**src/rtl/ahb_lite_wait_slave.sv**
```systemverilog
// ahb_lite_wait_slave: AHB-Lite register-bank slave with WAIT_STATES wait cycles per OKAY transfer and a two-cycle ERROR response
module ahb_lite_wait_slave #(
    parameter int WAIT_STATES = 1
) (
    input  logic        HCLK,
    input  logic        HRESET,
    input  logic        HSELS,
    input  logic [31:0] HADDRS,
    input  logic [1:0]  HTRANSS,
    input  logic        HWRITES,
    input  logic [2:0]  HSIZES,
    input  logic        HREADYS,
    input  logic [31:0] HWDATAS,
    output logic        HREADYOUTS,
    output logic        HRESPS,
    output logic [31:0] HRDATAS
);
    localparam logic [2:0] IDLE = 3'd0;
    localparam logic [2:0] WAIT = 3'd1;
    localparam logic [2:0] LAST = 3'd2;
    localparam logic [2:0] ERR1 = 3'd3;
    localparam logic [2:0] ERR2 = 3'd4;
    localparam logic [1:0] CNT_INIT = 2'(WAIT_STATES > 0 ? WAIT_STATES - 1 : 0);
    localparam logic [2:0] OK_STATE = WAIT_STATES > 0 ? WAIT : LAST;
    logic [2:0]  state, state_nx;
    logic [1:0]  cnt, cnt_nx;
    logic [5:0]  addr_q;
    logic        write_q;
    logic [2:0]  size_q;
    logic [31:0] mem [16];
    logic        accept, bad;
    logic [3:0]  be;
    logic        unused;
    assign unused = &{1'b0, HADDRS[31:12], HTRANSS[0]};
    assign accept = HSELS & HTRANSS[1] & HREADYS;
    assign bad = (HSIZES > 3'b010) | (HADDRS[11:6] != 6'd0) |
                 (HSIZES == 3'b001 & HADDRS[0]) |
                 (HSIZES == 3'b010 & HADDRS[1:0] != 2'b00);
    assign be = size_q == 3'd0 ? 4'b0001 << addr_q[1:0] :
                size_q == 3'd1 ? (addr_q[1] ? 4'b1100 : 4'b0011) : 4'b1111;
    always_comb begin
        state_nx = IDLE;
        cnt_nx = cnt;
        if (accept) begin
            state_nx = bad ? ERR1 : OK_STATE;
            cnt_nx = CNT_INIT;
        end else if (state == WAIT) begin
            state_nx = cnt == 2'd0 ? LAST : WAIT;
            cnt_nx = cnt == 2'd0 ? 2'd0 : cnt - 2'd1;
        end else if (state == ERR1) begin
            state_nx = ERR2;
        end
    end
    always_ff @(posedge HCLK) begin
        if (HRESET) begin
            state <= IDLE;
            cnt <= 2'd0;
            addr_q <= 6'd0;
            write_q <= 1'b0;
            size_q <= 3'd0;
            for (int i = 0; i < 16; i++) mem[i] <= 32'h0;
        end else begin
            state <= state_nx;
            cnt <= cnt_nx;
            if (accept) begin
                addr_q <= HADDRS[5:0];
                write_q <= HWRITES;
                size_q <= HSIZES;
            end
            if (state == LAST && write_q)
                for (int i = 0; i < 4; i++)
                    if (be[i]) mem[addr_q[5:2]][8*i +: 8] <= HWDATAS[8*i +: 8];
        end
    end
    assign HREADYOUTS = !(state == WAIT || state == ERR1);
    assign HRESPS = state == ERR1 || state == ERR2;
    assign HRDATAS = (state == LAST && !write_q) ? mem[addr_q[5:2]] : 32'h0;
endmodule

```
**config.mk**
```make
export PLATFORM = sky130hd
export DESIGN_NAME = ahb_lite_wait_slave
export DESIGN_NICKNAME = d
export VERILOG_FILES = /design/src/rtl/ahb_lite_wait_slave.sv
export SDC_FILE = /design/constraint.sdc
export NUM_CORES = 1
export LEC_CHECK = 0
export ABC_AREA = 0
export CAP_MARGIN = 20
export CORE_UTILIZATION = 45
export DETAILED_ROUTE_END_ITERATION = 10
export PLACE_DENSITY = 0.63
export SYNTH_ARGS = -nofsm -noshare
export SYNTH_HDL_FRONTEND = slang
export SYNTH_SLANG_ARGS = --single-unit
```
**constraint.sdc**
```tcl
create_clock -name HCLK -period 2.1 [get_ports HCLK]
set_input_delay 0.21 -clock HCLK [delete_from_list [all_inputs] [get_ports HCLK]]
set_output_delay 0.21 -clock HCLK [all_outputs]
set_load 0.02 [all_outputs]
```
==> impl_results.md <==
* Maxcap violations at 0
* Leak at 0.00995 uW
* Failing checks: setup timing
* Final Max Tran Viols at 0
* Wl on met1 at 27500 um
* Die W at 236 um
* Combinational family with the most area after synthesis: simple AND/OR/NAND/NOR gates
* Congestion Overflow GR at 0
* Antenna cell count at 0
* Nets at slightly below 2000
* Worst Path Required at 1.89 ns
* EDFF count, synth at about 500
* GRT Total Usage at 23.8%
* Crit share post-route at 128%
* Core area at roughly 0.054 mm^2
* Post-placement cell area at 0.0279 mm^2
* Clock Latency Late Sink at 0.62 ns
* Bufs and invs on worst path at 4
* Final setup skew at roughly 0.025 ns
* Die area at ~0.056 mm^2
* Register bit count reported by yosys at around 530
* Post-Synth Adder-Cell Area at 0%
* CTS root buf: clkbuf_16
* Post-Synth Simple-Gate Area at between 10 and 15%
* Std cell rows at 85
* Synth warn at 0
* Mapped Area at 0.0247 mm^2
* CTS tree: built
* Critical path peak fanout at 8
* Kind of critical path: flip-flop to primary output
* Mapped Cells at 1710
* FMAX at 372 MHz
* Initial Util at between 40 and 50%
* Final total power at 23400 uW
* Mux contribution to synthesized area at 13.0%
* VDD IR-drop max at about 600 uV
* RD Place Congestion at 0.825
* Clock share of power at approximately two fifths
* Total CTS buffers at 55
* Switching Share at 22.7%
* FFs w/ async S/R, synth at 0%
* Clock sinks at 531
* Fin worst setup slack at -0.585 ns
* Area Overhead vs Synth at 23.3%
* Worst-Margin Slew at 0.738 ns
* Vert. Die Dim at 236 um
* Most used cell, CP: buf_12
* Top sig layer: met4
* # IOs at 108
* Primary FF master, synth: edfxtp_1
* Met2 wire length at 32600 um
* Count of different cell masters after synthesis at 50
* Final ANT Viol Nets at 0
* Slowest-stage cell, CP: mux4_2
* Compound-cell area share of the yosys netlist at 3.41%
* Int Power at approximately 18000 uW
* Syn_nets at 1784
* Sw power at 5310 uW
* Initial DRC Count at 1604
* HP Class: primary input to flip-flop
* Port buffer count at between 80 and 90
* Slew HR at 50.8%
* Routed len/inst at between 20 and 30 um
* Crit-path max cell delay at 0.50 ns
* First-pass GRT wire length at 101000 um
* DR DRC count at 0
* RSZ-0062 raised after global routing: true
* Layout cells sized above 1 at 34.3%
* Status: finished, violations left
* Design Area, Final at approximately 0.030 mm^2
* Antenna violations before repair at 0
* Clock slew seen by the registers of the worst setup and hold paths at 0.06 ns
* Mean Syn Cell Area at 14.5 um^2
* Top Family by Delay on Critical Path: multiplexers
* Final hold vios at 0
* Clock buffer depth at 3
* Via-to-Cell Ratio at between 6 and 7
* Post-CTS Hold Fix Bufs at 0
* Critical path data arrival time at roughly 2.5 ns
* DP HPWL at 42900 um
* Critical path launch point type: flip-flop
* Setup slack, reg-to-reg at 0.03 ns
* Routed wl met3 at 5160 um
* Fin crit period at 2.68 ns
* PwrDens at around 770 mW/mm^2
* CP Cell Sequence: buf_12 -> buf_8 -> buf_12 -> mux4_2 -> mux2i_2 -> o221ai_2 -> buf_4
* First-pass detailed-route iteration total at 6
* Sequential-to-total area share from yosys stat at between 60% and 70%
* CTS H-tree lvls at 2
* Crit path capture type: primary output
* Largest net degree at the start of global routing at 51
* Final setup violation count at 32
* Combinational power share at between 8 and 9%
* Xor/xnor share of the synthesized area at 0%
* Hold WS at 0.148 ns
* Vias in the first global route at 16426
* Via Count at ~16000
* Sequential Power Share at between 50% and 60%
* Final WL at approximately 66000 um
-- state kept, by name, indices dropped and copies added, names as in the netlist, named ones only --
name and flops:
cnt 2, mem 512, size_q 3, write_q 1, state 3, addr_q 6
-- worst paths after layout --
| check | start | endpoint | depth (start not counted) |
|---|---|---|---|
| worst min-delay path | HWRITES | write_q | 3 |
| worst max register to register | state[2] | mem[3][21] | 7 |
| worst max-delay path | flip-flop | HRDATAS[25] | 7 |
| worst min register to register | size_q[1] | size_q[1] | 2 |
-- cells in the mapped netlist (6+ instances only) --
cell / instances / area [um^2]
a21oi_1: 12 / 60.1
buf_1: 14 / 52.6
buf_2: 55 / 275
buf_6: 18 / 203
clkbuf_1: 130 / 488
dfxtp_1: 19 / 380
edfxtp_1: 512 / 15400
inv_1: 66 / 248
mux2i_1: 32 / 320
mux4_2: 128 / 2880
nand2_1: 22 / 82.6
nand3_1: 35 / 175
nand4_2: 7 / 87.6
nor3_1: 338 / 1690
nor3_2: 48 / 480
nor4_1: 126 / 788
o21ai_0: 44 / 220
o21ai_1: 6 / 30.0
o221ai_1: 32 / 280
o31ai_1: 16 / 120
-- area by class of cell --
class,count,area [um^2]
clock buffers,73,1470
clock inverters,27,234
fillers,4271,23500
inverters,68,255
multi-input cells,892,8250
flip-flops and latches,531,15800
well taps,696,871
repair buffers,368,3640
-- what timing repair did --
action,in CTS,in global routing
gates cloned,2,6
setup buffers,11,15
gates resized for setup,202,116
pin swaps,6,28
endpoints found under the setup margin,59,304
-- per-layer routing --
metal / vias to the layer above / track usage, %
met2: 722 / 38.6
met4: 0 / 6.06
li1: 7271 / -
met5: - / 0
met3: 75 / 3.82
met1: 8410 / 33.5
-- power by group through the flow --
stage,logic (uW),registers (uW),clock network [uW]
after floorplan,965,12200,0
after global placement,1750,12200,0
after detailed placement,1770,12300,0
after CTS,1810,12000,9510
after global routing,2000,12100,9910
final,1900,12000,9430
-- worst register-to-register path, delay by kind of cell, from the launching register on --
kind | cells | cell delay [ns]
compound gates | 1 | 0.21
flops | 1 | 0.34
simple gates | 2 | 0.43
buf+inv | 4 | 0.77
-- per-stage QoR --
step | setup slack [ns] | util, % | TNS (ns) | instances
final | -0.585 | 56.4 | -16.41 | 2655
after CTS | -0.663 | 55.2 | -18.13 | 2639
after global routing | -0.635 | 56.4 | -19.17 | 2655
after detailed placement | -0.383 | 51.7 | -13.73 | 2526
after floorplan | -0.210 | - | -3.36 | 1710
after global placement | -0.417 | 51.7 | -12.12 | 2526
-- layout by cell type (no fill, tap or decap), types with 7 or more instances in the layout --
master,count
o31ai_4,11
buf_4,217
nor3_2,49
mux2i_1,23
o21ai_2,10
nand3_1,28
buf_6,30
o21ai_1,25
clkbuf_16,62
clkbuf_1,17
dfxtp_1,12
nor4_1,117
mux2i_2,7
buf_12,40
nor4_2,12
inv_2,10
a21oi_1,12
nor3_1,337
o221ai_1,15
nand2_1,21
o221ai_2,17
mux4_2,128
o21ai_0,15
clkinv_1,15
buf_2,16
clkdlybuf4s50_1,52
inv_1,58
edfxtp_1,512
-- cell families (layout without fill, tap and decap cells) --
family,after synthesis,after routing
AOI/OAI and AO/OA,121,121
buffers and inverters,287,536
DFF,531,531
muxes,160,160
and+or+nand+nor,611,611
Note: power is estimated with default switching activity, not from simulation.
